[config.mk]
export PLATFORM = sky130hd
export DESIGN_NAME = sdram_write_arbiter
export DESIGN_NICKNAME = d
export VERILOG_FILES = /design/src/rtl/sdram_write_arbiter.sv
export SDC_FILE = /design/constraint.sdc
export NUM_CORES = 1
export LEC_CHECK = 0
export ABC_AREA = 1
export CAP_MARGIN = 20
export CORE_ASPECT_RATIO = 1.1
export CORE_MARGIN = 10
export CORE_UTILIZATION = 42
export DETAILED_ROUTE_END_ITERATION = 10
export PLACE_DENSITY = 0.85
export SYNTH_ARGS = -nofsm -noshare
export SYNTH_HDL_FRONTEND = slang
export SYNTH_SLANG_ARGS = --single-unit
[constraint.sdc]
create_clock -name i_clk -period 3.5 [get_ports i_clk]
set_input_delay 0.35 -clock i_clk [delete_from_list [all_inputs] [get_ports i_clk]]
set_output_delay 0.35 -clock i_clk [all_outputs]
set_load 0.03 [all_outputs]
[src/rtl/sdram_write_arbiter.sv]
// sdram_write_arbiter: N-channel write arbiter feeding one registered SDRAM write port,
// with round-robin / fixed-priority selection and bounded burst ownership.
`default_nettype none

module sdram_write_arbiter #(
  parameter int N_CH      = 2,
  parameter int DATA_W    = 16,
  parameter int ADDR_W    = 19,
  parameter int MAX_BURST = 8
) (
  input  logic                     i_clk,
  input  logic                     i_rstn,
  input  logic                     i_mode,
  input  logic [N_CH-1:0]          i_valid,
  input  logic [N_CH*DATA_W-1:0]   i_data,
  input  logic [N_CH*ADDR_W-1:0]   i_addr,
  output logic [N_CH-1:0]          o_ready,
  output logic [DATA_W-1:0]        o_data,
  output logic [ADDR_W-1:0]        o_addr,
  output logic                     o_enableWrite,
  input  logic                     i_sdramReady,
  output logic [N_CH-1:0]          o_grant,
  output logic                     o_busy
);

  localparam int                IDX_W    = (N_CH > 1) ? $clog2(N_CH) : 1;
  localparam int                CNT_W    = $clog2(MAX_BURST + 1);
  localparam logic [CNT_W-1:0]  CNT_MAX  = CNT_W'(MAX_BURST);
  localparam logic [IDX_W-1:0]  LAST_RST = IDX_W'(N_CH - 1);

  typedef enum logic [0:0] {
    IDLE  = 1'b0,
    BURST = 1'b1
  } state_t;

  state_t              state_q, state_d;
  logic [IDX_W-1:0]    owner_q, owner_d;
  logic [IDX_W-1:0]    last_q, last_d;
  logic [CNT_W-1:0]    cnt_q, cnt_d;
  logic [DATA_W-1:0]   data_q, data_d;
  logic [ADDR_W-1:0]   addr_q, addr_d;
  logic                en_q, en_d;
  logic                run_q;

  logic [IDX_W-1:0]    arb_idx;
  logic [IDX_W-1:0]    sel;
  logic                arb_found;
  logic                keep;
  logic                sel_valid;
  logic                advance;
  logic                xfer;

  // Reset release is re-timed by one flop so the first real update lands on the second edge.
  always_ff @(posedge i_clk or negedge i_rstn) begin
    if (!i_rstn) run_q <= 1'b0;
    else         run_q <= 1'b1;
  end

  always_comb begin
    int j;
    j         = 0;
    arb_found = 1'b0;
    arb_idx   = '0;
    for (int i = 0; i < N_CH; i++) begin
      j = i_mode ? i : (int'(last_q) + 1 + i) % N_CH;
      if (!arb_found && i_valid[j]) begin
        arb_found = 1'b1;
        arb_idx   = IDX_W'(j);
      end
    end
  end

  assign keep      = (state_q == BURST) && i_valid[owner_q] && (cnt_q < CNT_MAX);
  assign sel       = keep ? owner_q : arb_idx;
  assign sel_valid = keep || arb_found;
  assign advance   = !en_q || i_sdramReady;
  assign xfer      = run_q && advance && sel_valid;

  for (genvar k = 0; k < N_CH; k++) begin : g_ch
    assign o_ready[k] = xfer && (sel == IDX_W'(k));
    assign o_grant[k] = (state_q == BURST) && (owner_q == IDX_W'(k));
  end

  always_comb begin
    state_d = state_q;
    owner_d = owner_q;
    last_d  = last_q;
    cnt_d   = cnt_q;
    data_d  = data_q;
    addr_d  = addr_q;
    en_d    = en_q;
    if (run_q && advance) begin
      en_d = xfer;
      if (xfer) begin
        data_d  = i_data[int'(sel)*DATA_W +: DATA_W];
        addr_d  = i_addr[int'(sel)*ADDR_W +: ADDR_W];
        state_d = BURST;
        if (keep) begin
          cnt_d = cnt_q + 1'b1;
        end else begin
          owner_d = sel;
          last_d  = sel;
          cnt_d   = CNT_W'(1);
        end
      end else begin
        // Nobody to serve at an arbitration point: drop ownership, keep last_q for fairness.
        state_d = IDLE;
        cnt_d   = '0;
      end
    end
  end

  always_ff @(posedge i_clk or negedge i_rstn) begin
    if (!i_rstn) begin
      state_q <= IDLE;
      owner_q <= '0;
      last_q  <= LAST_RST;
      cnt_q   <= '0;
      data_q  <= '0;
      addr_q  <= '0;
      en_q    <= 1'b0;
    end else begin
      state_q <= state_d;
      owner_q <= owner_d;
      last_q  <= last_d;
      cnt_q   <= cnt_d;
      data_q  <= data_d;
      addr_q  <= addr_d;
      en_q    <= en_d;
    end
  end

  assign o_data        = data_q;
  assign o_addr        = addr_q;
  assign o_enableWrite = en_q;
  assign o_busy        = (state_q == BURST) || en_q;

endmodule

`default_nettype wire

==> results of run 1 <==
[cells in the mapped netlist]
master / number
inv_1: 6
buf_1: 4
o21ai_0: 4
nand2_2: 1
a21oi_2: 1
o22ai_1: 1
conb_1: 1
nand2_8: 2
nand2_1: 44
buf_2: 9
o21ai_1: 1
dfrtp_1: 42
dfstp_2: 1
nor2_1: 5
inv_2: 3
nor2_4: 1
xor2_1: 1
nand3_4: 1
nand3_2: 2
a21oi_1: 1
a21boi_0: 1
nand4_1: 36
nand2_4: 2
nand3_1: 71
buf_6: 4
o21ai_2: 1
buf_4: 4
ha_1: 1
[metrics by stage]
step	cells	total power, mW	setup slack [ns]
after floorplan	251	1.51	1.51
after global placement	405	1.99	1.15
after detailed placement	405	2.01	1.08
after CTS	413	2.33	1.08
after global routing	413	2.45	0.909
final	413	2.31	1.08
[critical path, delay by kind of cell]
kind | cells | cell delay [ns]
AND/OR/NAND/NOR | 6 | 1.00
buffers and inverters | 2 | 0.71
[final timing paths]
kind	startpoint	to	slack [ns]	cells past startpoint
hold reg to reg	o_data[1]$_DFFE_PN0P_	o_data[1]$_DFFE_PN0P_	0.50	2
setup / recovery	i_valid[1]	o_ready[0]	1.08	8
setup reg to reg	owner_q$_DFFE_PN0P_	owner_q$_DFFE_PN0P_	1.72	8
min in group i_clk	o_data[1]$_DFFE_PN0P_	o_data[1]$_DFFE_PN0P_	0.50	2
hold / removal	i_rstn	o_addr[11]$_DFFE_PN0P_	0.20	1
max in group asynchronous	i_rstn	o_addr[17]$_DFFE_PN0P_	2.70	1
[cell families (layout without fill, tap and decap cells)]
group	Yosys count	in the layout
other	1	1
and+or+nand+nor	165	165
AOI/OAI and AO/OA	10	10
DFF	43	43
xor gates and xnor gates	1	1
adders and majority gates	1	1
buffers and inverters	30	134
[metal layers]
layer / vias to the layer above / global-route usage (%) / wire, um
met2: 98 / 27.9 / 3670
met4: 0 / 5.17 / 119
met5: - / 0 / 0
li1: 1095 / - / -
met1: 1048 / 20.2 / 2820
met3: 9 / 7.02 / 748
[layout make-up]
type                       count  area (um2)
clock buffer                   6        72.6
clock inverter                 2        12.5
fill                         401        1670
inverter                       9        33.8
multi-input combinational    178         968
sequential                    43        1080
tap                           58        72.6
timing repair buffer         117        1160
[state kept, by name, indices dropped and copies added, names as in the netlist]
| signal | flops |
|---|---|
| o_data | 16 |
| last_q | 1 |
| cnt_q | 4 |
| run_q | 1 |
| owner_q | 1 |
| o_addr | 19 |
| state_q | 1 |
[where the power goes]
group	leakage [nW]	internal [mW]	switching (mW)	total (mW)
registers	0.533	0.668	0.102	0.769
clock network	0.0412	0.140	0.176	0.316
logic	0.878	0.482	0.741	1.22
total	1.45	1.29	1.02	2.31
==> results.ini, run 1 <==
[run_status]
status=complete, no violations

[synthesis]
syn_avg_cell_area_um2=8.82
netlist_area_um2=2210
yosysSeqAreaShare_pct=48.6
postSynthCellCount=251
syn-num-nets=328
yosysTopAreaCellShare_pct=47.5
yosysTopAreaCell=dfrtp_1
yosys.area_share.xor_xnor_pct=0.395
synth-adder-area-share_pct=0.565
synth-seq-cells=43
synth_compound_area_share_pct=2.77
synth.area.mux_share_pct=0
synth_top_family_by_area=simple AND/OR/NAND/NOR gates
synthSimpleGateAreaFrac_pct=39.8
synth_area_leaders=dfrtp_1 47%, nand3_1 16%, nand4_1 10%, nand2_1 7.5%, buf_2 2.0%
synth_cell_types=28
ys_warn_count=0

[clocking]
clk_pin_slew_ns=0.08
cts_buffers=5
cts.path.max_buffers=2
cts_tree=done
cts_resized=0
clockRootBuffer=clkbuf_8
h-tree-depth=2
post-cts-setup-buffers=0
ctsHoldBuffers=0
cts.sinks=43
insertion_delay_ns=0.30

[global_route]
grt_max_degree=72
grt_pass1_wl_um=11500
gr-total-overflow=0
antenna_found_initial=0
track_usage_pct=17.1
grt_pass1_vias=2249

[drt]
dr_total_vias=2250
drcViolationCount=0
via_per_inst=5.45
drt_iter0_drc=127
post_drt_wl_per_cell_um=17.8
wl_um=7370
final_antenna_net_count=0
firstDrtPassIters=4

[critical_path]
worstPathArrival_ns=2.07
path_common_cell=nand2_4
critical_path.endpoint_type=output pin
worstSetupPathType=input pin to output pin
startpoint_type=input pin
cp_cell_sequence=clkdlybuf4s50_1, nand3_2, nand2_4, nand2_4, nand2_1, nand2_2, nor2_1, buf_4
cp_slowest_cell=clkdlybuf4s50_1
slowest_delay_ns=0.53
cp_max_fo=12
required_ns=3.15

[die]
die_area_um2=8580
die_height_um=96.2
initial_core_util_pct=43.7
io_pins=117
num_rows=27
die_width_um=89.2
coreArea_um2=5070

[sta]
clock_skew_ns=0.0126
tightest_slew_ns=0.961
setup_tns_ns=0
slew_viol_final=0
setup_violations=0
slew_headroom_pct=35.9
min_period_over_period_pct=69.1
fmax_ghz=0.413
finalHoldViolCount=0
rsz0062_at_grt=false
fin_crit_ns=2.42
fin_hold_ws_ns=0.199

[placement]
port_buffers=116
place_congestion=0.840
postPlaceCellArea_um2=3310
dp_hpwl_um=5480

[layout]
syn_to_final_growth_pct=53.3
stdcell_area_um2=3400
n_antenna_cell=0
mostFrequentLayoutCell=clkdlybuf4s50_1
drive_gt1_share_pct=7.32
final_cell_mix=113 x clkdlybuf4s50_1, 71 x nand3_1, 44 x nand2_1, 42 x dfrtp_1, 36 x nand4_1
nets=431
utilization_pct=67.0

[worst_hold_path]
hp-class=input pin to asynchronous set/reset pin

[flow_run]
maxCapViolations=0

[power]
vdd_drop_max_mv=0.304
leakage_nw=1.45
p_per_area_nw_per_um2=680

Note: power is estimated with default switching activity, not from simulation.
==> inputs of run 2 (changes only) <==
Settings changed: CORE_UTILIZATION 42 to 36, PLACE_DENSITY 0.85 to 0.77.
Clock period 3.5 ns to 2 ns, I/O delays scaled along.
==> run 2 against run 1 <==
Compared with the run above:
- combinational power is 81% higher
- count of clock-buffer cells in the layout did not move
- global-route usage is 1.6 points lower
- utilization down 6.7 points
- sequential share of layout area is 1.3 points lower
- clock skew decreased by 0.0037 ns
- cell area up 4.4%
- worst setup slack worse by 0.90 ns
- cell count up 7.5%
- hold slack gained 0.28 ns
- die area up 13%
- critical path type is now flip-flop to output pin
- largest cell class unchanged
- highest routed layer unchanged
==> results.ini, run 2 (same netlist as run 1, synthesis figures left out) <==
[run_status]
status=complete, no violations  ; unchanged

[sta]
timing.final.ws_setup_ns=0.185  ; was 1.08 ns
fmax_ghz=0.551
min_period_over_period_pct=90.8
slew_viol_final=0  ; unchanged
clock_skew_ns=0.00883  ; was 0.0126 ns
rsz0062_at_grt=false  ; unchanged
finalHoldViolCount=0  ; unchanged
slew_headroom_pct=51.3  ; was 35.9%
fin_hold_ws_ns=0.476  ; was 0.199 ns
setup_violations=0  ; unchanged
setup_tns_ns=0  ; unchanged
fin_crit_ns=1.82
tightest_slew_ns=0.730  ; was 0.961 ns

[power]
leakage_nw=1.53  ; was 1.45 nW
power_frac_clock_pct=16.5  ; was 13.7%
switching_power_mw=1.79  ; was 1.02 mW
p_per_area_nw_per_um2=1200  ; was 680 nW/um2
p_seq_share_pct=31.6  ; was 33.3%
combPwrFrac_pct=51.9  ; was 53.0%
vdd_drop_max_mv=0.499  ; was 0.304 mV
power_mw=4.26  ; was 2.31 mW
switching_share_pct=42.0  ; was 44.1%
intPower_mw=2.47  ; was 1.29 mW

[clocking]
h-tree-depth=2  ; unchanged
clockRootBuffer=clkbuf_8  ; unchanged
cts_tree=done  ; unchanged
cts.sinks=43  ; unchanged
insertion_delay_ns=0.30  ; about the same
cts_buffers=5  ; unchanged
post-cts-setup-buffers=0  ; unchanged
cts.path.max_buffers=2  ; unchanged
clk_pin_slew_ns=0.09  ; was 0.08 ns

[critical_path]
required_ns=1.80  ; was 3.15 ns
worstPathArrival_ns=1.62  ; was 2.07 ns
slowest_delay_ns=0.44  ; was 0.53 ns
cp_cell_sequence=inv_2, nand3_2, nand2_4, nand2_4, nand2_8, nand2_8, nor2_1, buf_4  ; was clkdlybuf4s50_1, nand3_2, nand2_4, nand2_4, nand2_1, nand2_2, nor2_1, buf_4
cp_slowest_cell=dfrtp_1  ; was clkdlybuf4s50_1
cp_max_fo=10  ; was 12
worstSetupPathType=flip-flop to output pin  ; was input pin to output pin
critical_path.endpoint_type=output pin  ; unchanged
startpoint_type=flip-flop  ; was input pin
cpLargestDelayFamily=simple AND/OR/NAND/NOR gates  ; unchanged
crit_buf_inv=2  ; unchanged

[die]
num_rows=29  ; was 27
die_height_um=102  ; was 96.2 um
coreArea_um2=5880  ; was 5070 um2
die_area_um2=9690  ; was 8580 um2
initial_core_util_pct=37.7  ; was 43.7%
io_pins=117  ; unchanged
die_width_um=94.8  ; was 89.2 um

[global_route]
grt_pass1_vias=2331  ; was 2249
antenna_found_initial=0  ; unchanged
grt_pass1_wl_um=12000  ; was 11500 um
track_usage_pct=15.5  ; was 17.1%
gr-total-overflow=0  ; unchanged
grt_max_degree=33  ; was 72

[drt]
via_per_inst=5.21  ; was 5.45
post_drt_wl_per_cell_um=17.5  ; was 17.8 um
dr_total_vias=2312  ; was 2250
drt_iter0_drc=142  ; was 127
final_antenna_net_count=0  ; unchanged
drcViolationCount=0  ; unchanged
firstDrtPassIters=4  ; unchanged
wl_um=7760  ; was 7370 um

[layout]
drive_gt1_share_pct=10.4  ; was 7.32%
largest_reg_flops=19  ; unchanged
syn_to_final_growth_pct=60.1  ; was 53.3%
n_antenna_cell=0  ; unchanged
fillCellCount=550  ; was 401
mostFrequentLayoutCell=clkdlybuf4s50_1  ; unchanged
final_cell_mix=113 x clkdlybuf4s50_1, 71 x nand3_1, 44 x nand2_1, 42 x dfrtp_1, 36 x nand4_1  ; unchanged
nets=443  ; was 431

[placement]
port_buffers=116  ; unchanged
place_congestion=0.829  ; was 0.840
pre_cts_ws_ns=0.250  ; was 1.08 ns
dp_hpwl_um=5950  ; was 5480 um

[worst_hold_path]
hp-class=input pin to flip-flop  ; was input pin to asynchronous set/reset pin

[flow_run]
maxCapViolations=0  ; unchanged

[run 2: timing repair]
item,CTS,global route
resized for setup,0,0
hold buffers,1,0
endpoints found under the hold margin,30,0
[run 2: final cells by class]
cell class | count | area (um2) | share of cell area, %
clock inverters | 2 | 35.0 | 0.988
multi-input cells | 178 | 968 | 27.3
clock buffers | 6 | 82.6 | 2.33
flip-flops and latches | 43 | 1080 | 30.4
well taps | 77 | 96.3 | 2.72
inverters | 9 | 33.8 | 0.953
repair buffers | 129 | 1250 | 35.3
[run 2: power by group through the flow]
stage,clock network (mW),logic (mW),registers [mW]
6_report,0.702,2.21,1.35
3_5_place_dp,0,2.24,1.36
2_1_floorplan,0,0.775,1.87
3_3_place_gp,0,2.21,1.36
4_1_cts,0.720,2.25,1.35
5_1_grt,0.770,2.36,1.39
[run 2: per-layer routing]
layer / track usage [%] / wire, um / share of wire, %
met4: 3.69 / 58 / 0.75
met2: 26.8 / 3830 / 49
met3: 6.38 / 710 / 9.1
met5: 0 / 0 / 0
met1: 17.5 / 3160 / 41
[run 2: through the flow]
stage	cells	area, um2	util (%)
after floorplan	251	2210	-
after CTS	444	3540	60.3
after global routing	444	3540	60.3
after detailed placement	435	3420	58.1
final	444	3540	60.3
after global placement	435	3420	58.1
[run 2: path summary, 6_finish.rpt]
kind,startpoint,end,slack (ns),depth (start not counted)
setup / recovery,owner_q$_DFFE_PN0P_,o_ready[1],0.18,8
hold / removal,i_data[31],o_data[15]$_DFFE_PN0P_,0.48,3
setup reg to reg,owner_q$_DFFE_PN0P_,o_addr[15]$_DFFE_PN0P_,0.43,8
hold reg to reg,last_q$_DFFE_PN1P_,last_q$_DFFE_PN1P_,0.49,2
max in group asynchronous,i_rstn,o_data[5]$_DFFE_PN0P_,0.85,3
min in group asynchronous,i_rstn,o_addr[10]$_DFFE_PN0P_,0.49,2
[run 2: tightest hold or removal path: cells and delay by family]
family / cells / cell delay [ns]
buffers and inverters: 1 / 0.40
AND/OR/NAND/NOR: 2 / 0.13
==> inputs of run 3 (changes only) <==
Settings changed: CAP_MARGIN 20 to unset.
==> results of run 3 <==
No change in the layout: final DEF, timing and power equal those of run 2.
